## config.mk

```make
export PLATFORM = sky130hd
export DESIGN_NAME = uart_tx_arbiter
export DESIGN_NICKNAME = d
export VERILOG_FILES = /design/src/rtl/uart_arb_pkg.sv /design/src/rtl/uart_tx_arbiter_rr_pick.sv /design/src/rtl/uart_tx_arbiter.sv
export SDC_FILE = /design/constraint.sdc
export NUM_CORES = 1
export LEC_CHECK = 0
export BUFFER_PORTS_ARGS = -buffer_cell sky130_fd_sc_hd__buf_2
export CAP_MARGIN = 10
export CORE_UTILIZATION = 45
export CTS_CLUSTER_SIZE = 25
export DETAILED_ROUTE_END_ITERATION = 8
export GPL_ROUTABILITY_DRIVEN = 1
export HOLD_SLACK_MARGIN = 0.15
export PLACE_DENSITY = 0.81
export SYNTH_ARGS = -nofsm -noshare
export SYNTH_HDL_FRONTEND = slang
export SYNTH_SLANG_ARGS = --single-unit
```

## constraint.sdc

```tcl
create_clock -name clk -period 2.5 [get_ports clk]
set_clock_uncertainty 0.1 [all_clocks]
set_input_delay 0.5 -clock clk [delete_from_list [all_inputs] [get_ports clk]]
set_output_delay 0.5 -clock clk [all_outputs]
set_load 0.005 [all_outputs]
```

## src/rtl/uart_arb_pkg.sv

```systemverilog
// Shared definitions for the UART TX arbiter: state encoding, byte width and a
// constant-width helper.
package uart_arb_pkg;

  localparam int BYTE_W = 8;

  typedef enum logic {
    ST_IDLE = 1'b0,
    ST_OWN  = 1'b1
  } arb_state_e;

  // Ceiling log2, never below 1 so every counter keeps at least one bit.
  function automatic int clog2(input int value);
    int result;
    result = 0;
    while ((1 << result) < value) result++;
    return (result < 1) ? 1 : result;
  endfunction

endpackage

```

## src/rtl/uart_tx_arbiter_rr_pick.sv

```systemverilog
// Rotating priority encoder: first requester at or above rr_ptr (wrapping)
// wins; returns one-hot winner, its index and an any-request flag.
module rr_pick
  import uart_arb_pkg::*;
#(
  parameter int N_REQ = 3,
  localparam int PTR_W = clog2(N_REQ)
) (
  input  logic [N_REQ-1:0] req,
  input  logic [PTR_W-1:0] rr_ptr,
  output logic [N_REQ-1:0] winner,
  output logic [PTR_W-1:0] winner_idx,
  output logic             any
);

  logic [PTR_W-1:0] idx;

  // NOTE: every output gets a default before the loop, so no path leaves a latch.
  always_comb begin
    winner     = '0;
    winner_idx = '0;
    any        = 1'b0;
    idx        = rr_ptr;
    for (int k = 0; k < N_REQ; k++) begin
      if (!any && req[idx]) begin
        any         = 1'b1;
        winner_idx  = idx;
        winner[idx] = 1'b1;
      end
      idx = (idx == PTR_W'(N_REQ - 1)) ? '0 : idx + PTR_W'(1);
    end
  end

endmodule

```

## src/rtl/uart_tx_arbiter.sv

```systemverilog
// Packet-aware round-robin arbiter sharing one UART TX write port among
// N_REQ byte streams, with burst limit and stall revocation.
module uart_tx_arbiter
  import uart_arb_pkg::*;
#(
  parameter int N_REQ       = 3,
  parameter int MAX_BURST   = 16,
  parameter int STALL_LIMIT = 255
) (
  input  logic                    clk,
  input  logic                    rst,
  input  logic [N_REQ-1:0]        req_valid,
  input  logic [BYTE_W*N_REQ-1:0] req_data,
  input  logic [N_REQ-1:0]        req_last,
  output logic [N_REQ-1:0]        req_ready,
  input  logic                    tx_full,
  input  logic                    tx_half_full,
  output logic                    uart_wr_en,
  output logic [BYTE_W-1:0]       uart_wr_data,
  output logic [N_REQ-1:0]        grant,
  output logic                    abort
);

  localparam int PTR_W   = clog2(N_REQ);
  localparam int BEAT_W  = clog2(MAX_BURST + 1);
  localparam int STALL_W = clog2(STALL_LIMIT + 1);

  arb_state_e       state;
  logic [PTR_W-1:0] owner;
  logic [PTR_W-1:0] rr_ptr;
  logic [BEAT_W-1:0]  beat_cnt;
  logic [STALL_W-1:0] stall_cnt;

  logic [N_REQ-1:0] pick_onehot;
  logic [PTR_W-1:0] pick_idx;
  logic             pick_any;

  logic              sel_valid;
  logic              sel_last;
  logic [BYTE_W-1:0] sel_data;
  logic              blk;
  logic              beat;
  logic [PTR_W-1:0]  next_ptr;

  rr_pick #(.N_REQ(N_REQ)) u_rr_pick (
    .req        (req_valid),
    .rr_ptr     (rr_ptr),
    .winner     (pick_onehot),
    .winner_idx (pick_idx),
    .any        (pick_any)
  );

  always_comb begin
    sel_valid = 1'b0;
    sel_last  = 1'b0;
    sel_data  = '0;
    for (int i = 0; i < N_REQ; i++) begin
      if (owner == PTR_W'(i)) begin
        sel_valid = req_valid[i];
        sel_last  = req_last[i];
        sel_data  = req_data[i*BYTE_W +: BYTE_W];
      end
    end
  end

  // Half-full only throttles the low-priority streams; requester 0 runs until full.
  assign blk       = tx_full | (tx_half_full & (owner != '0));
  assign req_ready = (state == ST_OWN && !blk) ? grant : '0;
  assign beat      = (state == ST_OWN) & sel_valid & ~blk;
  assign next_ptr  = (owner == PTR_W'(N_REQ - 1)) ? '0 : owner + PTR_W'(1);

  // NOTE: all state here uses non-blocking assignments so every register samples pre-edge values.
  always_ff @(posedge clk or posedge rst) begin
    if (rst) begin
      state        <= ST_IDLE;
      grant        <= '0;
      owner        <= '0;
      rr_ptr       <= '0;
      beat_cnt     <= '0;
      stall_cnt    <= '0;
      uart_wr_en   <= 1'b0;
      uart_wr_data <= '0;
      abort        <= 1'b0;
    end else begin
      uart_wr_en <= 1'b0;
      abort      <= 1'b0;
      case (state)
        ST_IDLE: begin
          if (pick_any) begin
            state     <= ST_OWN;
            grant     <= pick_onehot;
            owner     <= pick_idx;
            beat_cnt  <= '0;
            stall_cnt <= '0;
          end
        end
        ST_OWN: begin
          if (beat) begin
            uart_wr_en   <= 1'b1;
            uart_wr_data <= sel_data;
            stall_cnt    <= '0;
            if (sel_last || beat_cnt == BEAT_W'(MAX_BURST - 1)) begin
              state    <= ST_IDLE;
              grant    <= '0;
              beat_cnt <= '0;
              rr_ptr   <= next_ptr;
            end else begin
              beat_cnt <= beat_cnt + BEAT_W'(1);
            end
          end else if (!sel_valid && !blk) begin
            // Owner idle with room in the FIFO: this is a genuine stall.
            if (stall_cnt == STALL_W'(STALL_LIMIT - 1)) begin
              state     <= ST_IDLE;
              grant     <= '0;
              beat_cnt  <= '0;
              stall_cnt <= '0;
              rr_ptr    <= next_ptr;
              abort     <= 1'b1;
            end else begin
              stall_cnt <= stall_cnt + STALL_W'(1);
            end
          end
        end
        default: state <= ST_IDLE;
      endcase
    end
  end

endmodule
```

; ---- Yosys cells after proc, flatten, opt, wreduce, memory -nomap -nowiden
; Index checks and enable logic that the tools add are counted.
[word_totals]
reg_bits = 31
inputBits = 34
word_cells = 128
[classes]
n_addsub = 5
order_cmp = 6
eq_ne = 11
mux = 67
bitwise = 8
reduce_logical = 22
[op_table]
columns = cell, count
row1 = $mux 8, 7
row2 = $mux 3, 9
row3 = $mux 1, 26
row4 = $mux 5, 5
row5 = $mux 2, 10
row6 = $pmux 8 s2, 1
row7 = $pmux 5 s2, 1
row8 = $lt 2x3->1 const B, 3
row9 = $add 8x1->8 const B, 1
row10 = $eq 8x8->1 const B, 1
row11 = $reduce_and 4->1, 2
row12 = $logic_and 1x1->1, 7
row13 = $add 2x1->2 const B, 3
row14 = $bmux 1 s2, 3
row15 = $demux 1 s2, 3
row16 = $eq 2x2->1 const B, 3
row17 = $ge 2x1->1 const B, 3
row18 = $ne 3x1->1 const B, 2
row19 = $or 3x3->3, 2
row20 = $pmux 3 s2, 1
row21 = $reduce_and 2->1, 3
row22 = $reduce_bool 2->1, 3
row23 = $add 5x1->5 const B, 1
row24 = $eq 5x4->1 const B, 1
row25 = other kinds (12), 18

; ---- Longest topological paths before layout
[logic_depth]
depth_word = 12
mapped_depth = 8
ltp_nobuf = 7

; ---- By module
; From an unflattened synthesis, not the netlist that was laid out.
[unflattened]
cells_unflattened = 183
hier_area_um2 = 1700.4
[by_module_without_submodules]
columns = mod, instances, cells_per_inst, area_each_um2, seq_area_each_um2
row1 = uart_tx_arbiter, 1, 169, 1612.8, 775.7
row2 = rr_pick, 1, 14, 87.6, 0.0

; ---- Worst setup path after synthesis
; No wires, ideal clock.
[synth_timing]
path_type = register to register
start = reg beat_cnt[0]
end = reg rr_ptr[0]
setup_ns = 0.127
t_arrival_ns = 1.767
slack_ns = 0.506
path_stages_with_launch = 7
n_path_buf = 0
path_cell_list = dfrtp_1 > ha_1 > and3_1 > ha_1 > a221o_1 > o211a_1 > mux2_1
[synth_between]
elab_chain_cells = 4
[synth_lines]
columns = element, line_no
row1 = start: declaration, uart_tx_arbiter.sv:31  ; logic [BEAT_W-1:0] beat_cnt;
row2 = start signal: assignment, uart_tx_arbiter.sv:108  ; beat_cnt <= beat_cnt + BEAT_W'(1);
row3 = $eq 5x4->1, uart_tx_arbiter.sv:102  ; if (sel_last || beat_cnt == BEAT_W'(MAX_BURST - 1)) begin
row4 = $logic_or 1x1->1, uart_tx_arbiter.sv:102
row5 = $ne 2x1->1 (no line), n/a
row6 = $reduce_and 4->1 (no line), n/a
row7 = end signal: assignment, uart_tx_arbiter.sv:106  ; rr_ptr <= next_ptr;
row8 = end signal: assignment, uart_tx_arbiter.sv:117  ; rr_ptr <= next_ptr;
row9 = end: declaration, uart_tx_arbiter.sv:30  ; logic [PTR_W-1:0] rr_ptr;
; Every way passes these cells.
; A chain may end at the register's enable or synchronous reset.

; ---- Worst setup path in the final report
[layout_timing]
start = reg owner[0]
end = reg stall_cnt[5]
[layout_between]
elab_chain_cells = 8
elab_cells_between_ends = 19
cone_classes = eq/ne (3) / mux (5) / bitwise (5) / reduce/logical (6)
[layout_lines]
columns = element, line_no
row1 = start: declaration, uart_tx_arbiter.sv:29  ; logic [PTR_W-1:0] owner;
row2 = start signal: assignment, uart_tx_arbiter.sv:92  ; owner <= pick_idx;
row3 = $logic_not 2->1, uart_tx_arbiter.sv:58  ; if (owner == PTR_W'(i)) begin
row4 = $mux 1 (3 in series), uart_tx_arbiter.sv:58
row5 = $and 1x1->1 / $logic_not 1->1 (equally long branches), "uart_tx_arbiter.sv:69, uart_tx_arbiter.sv:110"
row6 = $and 1x1->1 / $logic_and 1x1->1 (equally long branches), "uart_tx_arbiter.sv:69, uart_tx_arbiter.sv:110"
row7 = $mux 8 / $ne 3x1->1 (equally long branches), n/a
row8 = $pmux 8 s2 / $reduce_and 2->1 (equally long branches), n/a
row9 = end signal: assignment, uart_tx_arbiter.sv:120  ; stall_cnt <= stall_cnt + STALL_W'(1);
row10 = end: declaration, uart_tx_arbiter.sv:32  ; logic [STALL_W-1:0] stall_cnt;
; Several ways; a longest one is shown, not always the timed one.

==> run metrics <==
outcome finished, final reports clean; Worst R2R Start owner[0]; Worst Tran Pin Value 0.712 ns; CTS H-Tree Depth 2; Synth cell types 44; number of synthesized flops with an enable pin 0; Starting DRT DRC Count 90; IO Port Bufs 49; number of routed nets with antenna violations 0; power share of the sequential group 37.9%; R2R Path End stall_cnt[5]; routed vias 1,542; switching part of the total power 39.5%; Synthesized Nets 220; Placeable Area 0.00347 mm²; PD cells 1040 mW/mm²; Yosys Warn Count 0; cts hold-fix bufs 0; gr ovfl total 0; drc violations 0; syn avg cell area 9.31 µm²; first-pass GRT wire length 6790 µm; Fin. Hold Viols 0; drt total wl 3860 µm; RD Place Congestion 0.893; Top FF cell, synth dfrtp_1; clock buffer depth 2; most frequent cells in the layout buf_2, dfrtp_1, o21ai_0; Critical Path Sink stall_cnt[5]; vias in the first global route 1,487; die height 63.4 µm; Synth async-reset ratio 100%; Post-Syn Area 0.00169 mm²; TritonCTS Buffers 5; initial antenna violation count 0; Arrival @ worst endpoint 2.30 ns; RSZ-0062 raised after global routing false; Ant. Diodes 0; Final nets 277; sequential share of the synthesized area 45.8%; Synth Instances 182; Fillers 292; I/O pin count 50; r2r setup slk 0.31 ns; sw power 0.872 mW; HPWL after DPL 2930 µm; clk slew on worst S/H paths 0.07 ns; CTS tree built; DR WL met3 183 µm; 1st-pass router iterations 4; clock power share 19.4%; CP startpoint kind flip-flop; Worst setup EP type flip-flop; CTS resizes 0; clk_lat worst skew 0.28 ns; setup bufs post-CTS 0; Worst Hold Margin 0.187 ns; Int Power 1.34 mW; WP data required 2.60 ns; Crit. Startpoint owner[0]; reg2reg path depth 5; Leak Pwr 1.06 nW; clock root cell clkbuf_8; final setup fails 0; DR vias/cell 5.39; largest net degree at the start of global routing 32; row count 21; Layout area overhead 25.3%; commonest non-fill, non-tap cell in the layout buf_2; max_cap viols 0; Slew HR 52.4%; initial core utilization 48.8%; met2 wire len 1820 µm; number of clock sinks seen by CTS 31; WS Path Type reg -> reg; Worst Hold Class in -> async; layout cells sized above 1 30.4%; max layer used met4; die span in x 63.4 µm; Peak VDD IR 0.595 mV; fin. max-slew vios 0; fmax 0.456 GHz; period utilisation layout 87.7%; All-Layer GR Usage 22.2%; post-route minimum period 2.19 ns; flops & latches, synth 31; worst-path maximum fanout 13; metal1 wirelength 1790 µm; Die ar. 0.00401 mm²; setup TNS 0 ns; Combinational Power Share 42.7%; WL per Instance 13.5 µm
[how the worst min path moves through the flow]
stage / slack (ns) / to / cells past startpoint / from
final: 0.19 / uart_wr_data[5] / 3 / rst
after global routing: 0.23 / uart_wr_data[5] / 3 / rst
after CTS: 0.20 / owner[0] / 3 / rst
after detailed placement: 0.37 / uart_wr_data[7] / 2 / uart_wr_data[7]
after global placement: 0.36 / uart_wr_data[0] / 2 / uart_wr_data[0]
after floorplan: 0.36 / beat_cnt[2] / 1 / beat_cnt[2]
[flip-flops by register name, summed over array words and instances, names as in the netlist]
register	cells
stall_cnt	8
state	1
grant	3
beat_cnt	5
owner	2
uart_wr_data	8
abort	1
rr_ptr	2
uart_wr_en	1
[kinds of logic (layout without fill, tap and decap cells)]
group | count (synthesis) | after routing | synth area share (%)
buffers and inverters | 17 | 75 | 3.99
adder cells (fa/ha/maj) | 4 | 4 | 2.95
AO/OA/AOI/OAI | 51 | 51 | 18.7
AND/OR/NAND/NOR | 62 | 62 | 18.6
multiplexers | 13 | 13 | 7.90
flip-flops | 31 | 31 | 45.8
XOR/XNOR | 4 | 4 | 2.07
[metal layers]
metal	vias to the layer above	global-route usage [%]
li1	759	-
met5	-	0
met1	728	29.9
met2	47	33.8
met4	0	11.1
met3	8	4.35
[power by group through the flow]
stage	Sequential [mW]	Combinational (mW)	Clock, mW
finish	0.837	0.942	0.429
global route	0.871	1.06	0.467
CTS	0.836	0.945	0.440
detailed placement	0.841	0.937	0
global placement	0.838	0.910	0
floorplan	0.810	0.640	0
[synth_stat cells, types with 2 or more instances]
cell type   n  area share [%]
mux2_1      2             1.3
nand3b_1    2            0.89
xor2_1      4             2.1
o21ai_1     2            0.59
nand3_1     3            0.89
clkbuf_1    3            0.66
nand2_1    17             3.8
nor2b_1     2            0.74
nor2_1     19             4.2
o2111ai_1   2             1.0
nor3_1      3            0.89
o21ai_0    22             6.5
nand4_1     2            0.74
a21oi_1    12             3.5
buf_2       3            0.89
inv_1      10             2.2
or3_1       4             1.5
dfrtp_1    31              46
ha_1        4             3.0
mux2i_1    10             5.9
o211a_1     2             1.2
[cell type report]
type                    count  area, µm²  area share [%]
flip-flops and latches     31        776            36.5
clock buffers               8        100            4.71
multi-input cells         134        851            40.1
inverters                  11       41.3            1.94
well taps                  46       57.6            2.71
repair buffers             56        298            14.0
[stage by stage]
step / setup slack (ns) / area, µm² / std cells / util [%] / total power [mW]
2_1_floorplan: 0.506 / 1690 / 182 / - / 1.45
3_3_place_gp: 0.403 / 2020 / 278 / 58.3 / 1.75
3_5_place_dp: 0.317 / 2020 / 278 / 58.3 / 1.78
4_1_cts: 0.306 / 2120 / 286 / 61.2 / 2.22
5_1_grt: 0.151 / 2120 / 286 / 61.2 / 2.40
6_report: 0.308 / 2120 / 286 / 61.2 / 2.21
[critical path, stage by stage, from the launching register on]
cell     delay (ns)
dfrtp_1        0.51
o21ai_2        0.23
nor3b_4        0.33
nor2_1         0.25
or4_1          0.54
a21oi_1        0.16
No activity file was read; power rests on OpenSTA's default activity.
